<file path="config.mk">
export PLATFORM = sky130hd
export DESIGN_NAME = pixel_receive_interface_flat
export DESIGN_NICKNAME = d
export VERILOG_FILES = /design/src/rtl/pixel_receive_interface_pkg.sv /design/src/rtl/pixel_receive_interface_if.sv /design/src/rtl/pixel_receive_interface_raster_position_tracker.sv /design/src/rtl/pixel_receive_interface.sv /design/src/flat_wrapper.sv
export SDC_FILE = /design/constraint.sdc
export NUM_CORES = 1
export LEC_CHECK = 0
export CAP_MARGIN = 15
export CORE_AREA = 4 4 106 108
export CTS_CLUSTER_SIZE = 30
export DETAILED_ROUTE_END_ITERATION = 10
export DIE_AREA = 0 0 110 112
export PLACE_DENSITY = 0.53
export SKIP_CTS_REPAIR_TIMING = 1
export SLEW_MARGIN = 40
export SYNTH_ARGS = -nofsm -noshare
export SYNTH_HDL_FRONTEND = slang
export SYNTH_HIERARCHICAL = 1
export SYNTH_SLANG_ARGS = --single-unit
export TNS_END_PERCENT = 5
</file>
<file path="constraint.sdc">
create_clock -name Clock -period 2.9 [get_ports Clock]
set_input_delay 0.87 -clock Clock [delete_from_list [all_inputs] [get_ports Clock]]
set_output_delay 0.87 -clock Clock [all_outputs]
set_load 0.02 [all_outputs]
</file>
<file path="src/rtl/pixel_receive_interface_pkg.sv">
// Shared constants and state encoding for the pixel receive path.
// The image geometry here is the production default; benches override it per instance.
package pixel_receive_interface_pkg;

  localparam int IMAGE_WIDTH  = 320;
  localparam int IMAGE_HEIGHT = 240;
  localparam int PIXEL_W      = 12;
  localparam int ROW_W        = 8;
  localparam int COL_W        = 9;
  localparam int ADDR_W       = 17;

  typedef enum logic [1:0] {
    IDLE = 2'd0,
    RECV = 2'd1,
    DONE = 2'd2,
    ERR  = 2'd3
  } rx_state_e;

endpackage

</file>
<file path="src/rtl/pixel_receive_interface_if.sv">
// Tagged pixel stream with a valid/ready handshake.
// A pixel moves only in a cycle where pixel_valid and pixel_ready are both high.
interface pixel_receive_interface_if #(
  parameter int PIXEL_W = pixel_receive_interface_pkg::PIXEL_W,
  parameter int ROW_W   = pixel_receive_interface_pkg::ROW_W,
  parameter int COL_W   = pixel_receive_interface_pkg::COL_W
);

  logic [PIXEL_W-1:0] pixel_in;
  logic [ROW_W-1:0]   pix_row;
  logic [COL_W-1:0]   pix_col;
  logic               pixel_valid;
  logic               pixel_ready;

  modport master (
    output pixel_in, pix_row, pix_col, pixel_valid,
    input  pixel_ready
  );

  modport slave (
    input  pixel_in, pix_row, pix_col, pixel_valid,
    output pixel_ready
  );

endinterface

</file>
<file path="src/rtl/pixel_receive_interface_raster_position_tracker.sv">
// Expected raster position and the linear frame-buffer address that walks with it.
// The address is advanced by one per accepted pixel, so no row*width multiply is needed.
module raster_position_tracker #(
  parameter int IMAGE_WIDTH  = pixel_receive_interface_pkg::IMAGE_WIDTH,
  parameter int IMAGE_HEIGHT = pixel_receive_interface_pkg::IMAGE_HEIGHT,
  parameter int ROW_W        = pixel_receive_interface_pkg::ROW_W,
  parameter int COL_W        = pixel_receive_interface_pkg::COL_W,
  parameter int ADDR_W       = pixel_receive_interface_pkg::ADDR_W
) (
  input  logic              Clock,
  input  logic              Reset_n,
  input  logic              clear,
  input  logic              inc,
  output logic [ROW_W-1:0]  exp_row,
  output logic [COL_W-1:0]  exp_col,
  output logic [ADDR_W-1:0] addr,
  output logic              last_pixel
);

  logic col_at_end;

  assign col_at_end = (exp_col == COL_W'(IMAGE_WIDTH - 1));
  assign last_pixel = col_at_end && (exp_row == ROW_W'(IMAGE_HEIGHT - 1));

  // NOTE: sequential state uses non-blocking assignments so every register
  // samples the pre-edge values regardless of statement order.
  always_ff @(posedge Clock or negedge Reset_n) begin
    if (!Reset_n) begin
      exp_row <= '0;
      exp_col <= '0;
      addr    <= '0;
    end else if (clear) begin
      exp_row <= '0;
      exp_col <= '0;
      addr    <= '0;
    end else if (inc) begin
      addr <= addr + ADDR_W'(1);
      if (col_at_end) begin
        exp_col <= '0;
        exp_row <= exp_row + ROW_W'(1);
      end else begin
        exp_col <= exp_col + COL_W'(1);
      end
    end
  end

endmodule

</file>
<file path="src/rtl/pixel_receive_interface.sv">
// Receives one raster-ordered frame, checks each pixel's row/col tag against the
// expected position and writes accepted pixels to the frame buffer one cycle later.
module pixel_receive_interface
  import pixel_receive_interface_pkg::*;
#(
  parameter int IMAGE_WIDTH  = pixel_receive_interface_pkg::IMAGE_WIDTH,
  parameter int IMAGE_HEIGHT = pixel_receive_interface_pkg::IMAGE_HEIGHT,
  parameter int PIXEL_W      = pixel_receive_interface_pkg::PIXEL_W,
  parameter int ROW_W        = pixel_receive_interface_pkg::ROW_W,
  parameter int COL_W        = pixel_receive_interface_pkg::COL_W,
  parameter int ADDR_W       = pixel_receive_interface_pkg::ADDR_W
) (
  input  logic                      Clock,
  input  logic                      Reset_n,
  input  logic                      start,
  pixel_receive_interface_if.slave  pix,
  output logic                      wr_en,
  output logic [ADDR_W-1:0]         wr_addr,
  output logic [PIXEL_W-1:0]        wr_data,
  output logic                      busy,
  output logic                      frame_done,
  output logic                      frame_error,
  output logic [ADDR_W-1:0]         pixel_count
);

  rx_state_e         state;
  logic              ready_q;
  logic [ROW_W-1:0]  exp_row;
  logic [COL_W-1:0]  exp_col;
  logic [ADDR_W-1:0] addr;
  logic              last_pixel;
  logic              xfer;
  logic              tags_match;
  logic              accept;
  logic              restart;

  assign pix.pixel_ready = ready_q;

  // Out-of-range tags can never equal the expected position, so they fall out as mismatches.
  assign tags_match = (pix.pix_row == exp_row) && (pix.pix_col == exp_col);
  assign xfer       = pix.pixel_valid && ready_q && (state == RECV);
  assign accept     = xfer && tags_match;
  assign restart    = start && ((state == IDLE) || (state == ERR));

  // The address counter equals the number of pixels accepted so far in this frame.
  assign pixel_count = addr;

  raster_position_tracker #(
    .IMAGE_WIDTH  (IMAGE_WIDTH),
    .IMAGE_HEIGHT (IMAGE_HEIGHT),
    .ROW_W        (ROW_W),
    .COL_W        (COL_W),
    .ADDR_W       (ADDR_W)
  ) u_tracker (
    .Clock      (Clock),
    .Reset_n    (Reset_n),
    .clear      (restart),
    .inc        (accept),
    .exp_row    (exp_row),
    .exp_col    (exp_col),
    .addr       (addr),
    .last_pixel (last_pixel)
  );

  always_ff @(posedge Clock or negedge Reset_n) begin
    if (!Reset_n) begin
      state       <= IDLE;
      ready_q     <= 1'b0;
      wr_en       <= 1'b0;
      wr_addr     <= '0;
      wr_data     <= '0;
      busy        <= 1'b0;
      frame_done  <= 1'b0;
      frame_error <= 1'b0;
    end else begin
      wr_en      <= accept;
      frame_done <= 1'b0;
      if (accept) begin
        wr_addr <= addr;
        wr_data <= pix.pixel_in;
      end

      case (state)
        IDLE, ERR: begin
          if (start) begin
            state       <= RECV;
            ready_q     <= 1'b1;
            busy        <= 1'b1;
            frame_error <= 1'b0;
          end
        end
        RECV: begin
          if (xfer && !tags_match) begin
            state       <= ERR;
            ready_q     <= 1'b0;
            busy        <= 1'b0;
            frame_error <= 1'b1;
          end else if (accept && last_pixel) begin
            state      <= DONE;
            ready_q    <= 1'b0;
            busy       <= 1'b0;
            frame_done <= 1'b1;
          end
        end
        DONE:    state <= IDLE;
        default: state <= IDLE;
      endcase
    end
  end

endmodule

</file>
<file path="src/flat_wrapper.sv">
// flat-port wrapper written by rule: the top's interface ports become plain ports
module pixel_receive_interface_flat import pixel_receive_interface_pkg::*;
#(
  parameter int IMAGE_WIDTH  = pixel_receive_interface_pkg::IMAGE_WIDTH,
  parameter int IMAGE_HEIGHT = pixel_receive_interface_pkg::IMAGE_HEIGHT,
  parameter int PIXEL_W      = pixel_receive_interface_pkg::PIXEL_W,
  parameter int ROW_W        = pixel_receive_interface_pkg::ROW_W,
  parameter int COL_W        = pixel_receive_interface_pkg::COL_W,
  parameter int ADDR_W       = pixel_receive_interface_pkg::ADDR_W
)
  (Clock, Reset_n, start, wr_en, wr_addr, wr_data, busy, frame_done, frame_error, pixel_count, pix_pixel_in, pix_pix_row, pix_pix_col, pix_pixel_valid, pix_pixel_ready);
  pixel_receive_interface_if #(.PIXEL_W(PIXEL_W), .ROW_W(ROW_W), .COL_W(COL_W)) pix_i ();
  input  logic Clock;
  input  logic Reset_n;
  input  logic start;
  output logic wr_en;
  output logic [ADDR_W-1:0] wr_addr;
  output logic [PIXEL_W-1:0] wr_data;
  output logic busy;
  output logic frame_done;
  output logic frame_error;
  output logic [ADDR_W-1:0] pixel_count;
  input wire logic [$bits(pix_i.pixel_in)-1:0] pix_pixel_in;
  input wire logic [$bits(pix_i.pix_row)-1:0] pix_pix_row;
  input wire logic [$bits(pix_i.pix_col)-1:0] pix_pix_col;
  input wire logic [$bits(pix_i.pixel_valid)-1:0] pix_pixel_valid;
  output wire logic [$bits(pix_i.pixel_ready)-1:0] pix_pixel_ready;
  assign pix_i.pixel_in = pix_pixel_in;
  assign pix_i.pix_row = pix_pix_row;
  assign pix_i.pix_col = pix_pix_col;
  assign pix_i.pixel_valid = pix_pixel_valid;
  assign pix_pixel_ready = pix_i.pixel_ready;
  pixel_receive_interface #(.IMAGE_WIDTH(IMAGE_WIDTH), .IMAGE_HEIGHT(IMAGE_HEIGHT), .PIXEL_W(PIXEL_W), .ROW_W(ROW_W), .COL_W(COL_W), .ADDR_W(ADDR_W)) u_core (.Clock(Clock), .Reset_n(Reset_n), .start(start), .pix(pix_i), .wr_en(wr_en), .wr_addr(wr_addr), .wr_data(wr_data), .busy(busy), .frame_done(frame_done), .frame_error(frame_error), .pixel_count(pixel_count));
endmodule
</file>
==> out/results.tsv <==
stage	metric	value	unit
outcome	outcome	finished clean	
grt	number of global-route vias before repair	2667	
grt	global-route wire length before repair	13300	um
min_path	Hold Crit Class	reg -> reg	
clocking	H-tree Lvls	3	
layout	share of layout cells above drive strength 1	20.9	%
routing	WL final	8160	um
layout	Final Instance Area	4830	um^2
power	total power	2.31	mW
synth	Post-Syn Nets	333	
synth	number of flops mapped to enable cells by yosys	0	
grt	met1 usage	18.4	%
routing	routed via count	2636	
grt	initial antenna violation count	0	
setup_path	worst path required time	3.17	ns
power	pwr/cell area	479	nW/um^2
clocking	Clock Path Buffers	2	
setup_path	crit path max fanout	5	
clocking	CTS root buf	clkbuf_8	
routing	drt first pass iters	6	
setup_path	Critical Path AT	3.05	ns
routing	DRC	0	
setup_path	Slowest-stage cell, CP	or4_1	
setup_path	largest stage delay on the critical path	0.51	ns
clocking	CTS tree	done	
layout	n_diodes	0	
routing	DR WL/cell	15.0	um
sta	unrepaired setup endpoints after global routing	false	
power	leakage power	2.24	nW
sta	Final Max Slew Viols	0	
layout	fill count	951	
layout	Final Net Count	441	
clocking	cts bufs inserted	9	
synth	Synth cell types	48	
placed_design	Placed Cells	522	
setup_path	Setup crit end kind	register	
routing	Initial DRC Count	135	
flow_run	Max Cap Viol	0	
synth	Synth Cell Area	3420	um^2
setup_path	depth of the worst register-to-register path	8	
sta	fin crit period	2.78	ns
min_path	WHS Path Cells	1	
sta	Setup WS post-layout	0.121	ns
placed_design	IO buf count	83	
placed_design	GP Congestion	0.813	
sta	post-route setup TNS	0	ns
grt	GRT busiest layer	met2	
clocking	CTS clk-pin slew, worst paths	0.08	ns
synth	most common flop cell mapped by yosys	dfrtp_1	
sta	Slew headroom	56.6	%
synth	Synth Register Bits	69	
sta	WHS	0.492	ns
die	die area	12300	um^2
sta	Slew @ Worst Pin	0.651	ns
grt	met2 usage	20.4	%
layout	Core Util, Final	47.2	%
grt	met3 Use GR	3.94	%
clocking	clock tree sinks	69	
grt	GRT Residual Overflow	0	
setup_path	critical path startpoint	pix_pix_col[6]	
die	Starting Density	33.4	%
synth	Mapped Cells	294	
layout	area added between synthesis and finish	41.2	%
synth	Async SR Flop Fraction	100	%
setup_path	Worst setup SP type	primary input	
die	Horiz. Die Dim	110	um
synth	Yosys warning count	6	
die	Die Ht	112	um
die	I/O pins	84	
grt	GR Util All Layers	13.7	%
sta	Fin Clk Skew	0.0109	ns
sta	fin crit share	95.8	%
sta	Fmax	0.360	GHz
setup_path	critical path type	in -> reg	
layout	fin cells	543	
die	CORE AREA	10200	um^2
min_path	hold_sp	u_core/wr_data[8]	
placed_design	Final HPWL DP	5630	um
power	Worst VDD drop	0.000218	V
routing	Vias per Instance	4.85	
die	number of placement rows	37	
clocking	Clock Latency Late Sink	0.35	ns
sta	Final Hold Violating Endpoints	0	
routing	Final ANT Viol Nets	0	
setup_path	worst path cell trace	dlymetal6s2s_1, xnor2_1, nand3_1, or3_4, nor3_4, o2111a_2, nand2_2, or4_1, a21oi_2	
placed_design	post-place instance area	4500	um^2
synth	post-synthesis sequential area ratio	50.5	%
grt	largest net degree at the start of global routing	70	
sta	final setup fails	0	
setup_path	launching point of the worst reg2reg path	u_core/u_tracker/exp_col[3]	
placed_design	DP Worst Slack	-0.441	ns
synth	Mean Syn Cell Area	11.6	um^2
[critical path, delay by kind of cell]
family | cells | cell delay (ns)
simple gates | 5 | 1.44
buf+inv | 1 | 0.13
xor+xnor | 1 | 0.16
compound gates | 2 | 0.46
[final timing paths]
path / end / slack, ns
worst max-delay path: u_core/u_tracker/addr[13] / 0.12
worst min-delay path: u_core/wr_data[8] / 0.49
worst max register to register: u_core/u_tracker/addr[13] / 0.29
worst min register to register: u_core/wr_data[8] / 0.49
max in group asynchronous: u_core/frame_done / 1.91
min in group asynchronous: u_core/u_tracker/exp_row[0] / 0.52
[layout make-up]
type	count	area, um^2	area share, %
Timing Repair Buffer	107	1050	21.8
Sequential cell	69	1730	35.7
Tap cell	136	170	3.52
Multi-Input combinational cell	207	1620	33.5
Clock inverter	6	93.8	1.94
Inverter	8	30.0	0.622
Clock buffer	10	138	2.85
[Yosys cell counts (2+ instances only)]
cell type	number	area (um^2)
dfrtp_1	69	1730
mux2_2	27	304
nor2_1	26	97.6
xnor2_1	24	210
nand4_1	14	87.6
xor2_1	14	123
a21oi_1	11	55.1
nand3_1	10	50.1
inv_1	8	30.0
nand2_1	7	26.3
ha_1	6	75.1
nor3_1	6	30.0
o21ai_0	6	30.0
and2_1	5	31.3
mux2_1	5	56.3
and3_1	4	25.0
nor2b_1	4	25.0
buf_1	3	11.3
buf_6	3	33.8
mux2i_1	3	30.0
nor4_1	3	18.8
nor4_2	3	37.5
o31ai_1	3	22.5
clkbuf_1	2	7.51
nand3b_1	2	15.0
nor3_4	2	32.5
or3_1	2	12.5
or4_1	2	15.0
[flip-flops by register name, indices dropped and copies added (netlist names)]
register / cells
u_core/wr_data: 12
u_core/frame_error: 1
u_core/state: 2
u_core/wr_en: 1
u_core/u_tracker/exp_row: 8
u_core/u_tracker/exp_col: 9
u_core/pix.pixel_ready: 1
u_core/frame_done: 1
u_core/wr_addr: 17
u_core/u_tracker/addr: 17
[layout by cell type (no fill, tap or decap), types with 6 or more instances in the layout]
cell type and n:
a21oi_1 10, buf_4 24, clkbuf_8 10, clkdlybuf4s50_1 65
dfrtp_1 69, dlymetal6s2s_1 17, ha_1 6, inv_1 8
mux2_2 27, nand2_1 7, nand3_1 10, nand4_1 14
nor2_1 26, nor3_1 6, o21ai_0 6, xnor2_1 24
xor2_1 14
[report_power, final]
part,switching [mW],internal (mW)
registers,0.0161,0.984
logic,0.234,0.175
clock network,0.392,0.514
[kinds of logic after synthesis]
logic type	Yosys count	synth area share (%)
adders and majority gates	6	2.19
buffers and inverters	18	2.78
xor gates and xnor gates	38	9.73
AOI/OAI and AO/OA	28	5.34
and+or+nand+nor	100	18.1
muxes	35	11.4
DFF	69	50.5
[routing by layer]
metal | vias up | routed length, um | share of wire (%)
met3 | 12 | 512 | 6.3
met2 | 75 | 3800 | 47
met1 | 1290 | 3720 | 46
li1 | 1259 | - | -
met4 | 0 | 130 | 1.6
met5 | - | 0 | 0
No activity file was read; power rests on OpenSTA's default activity.
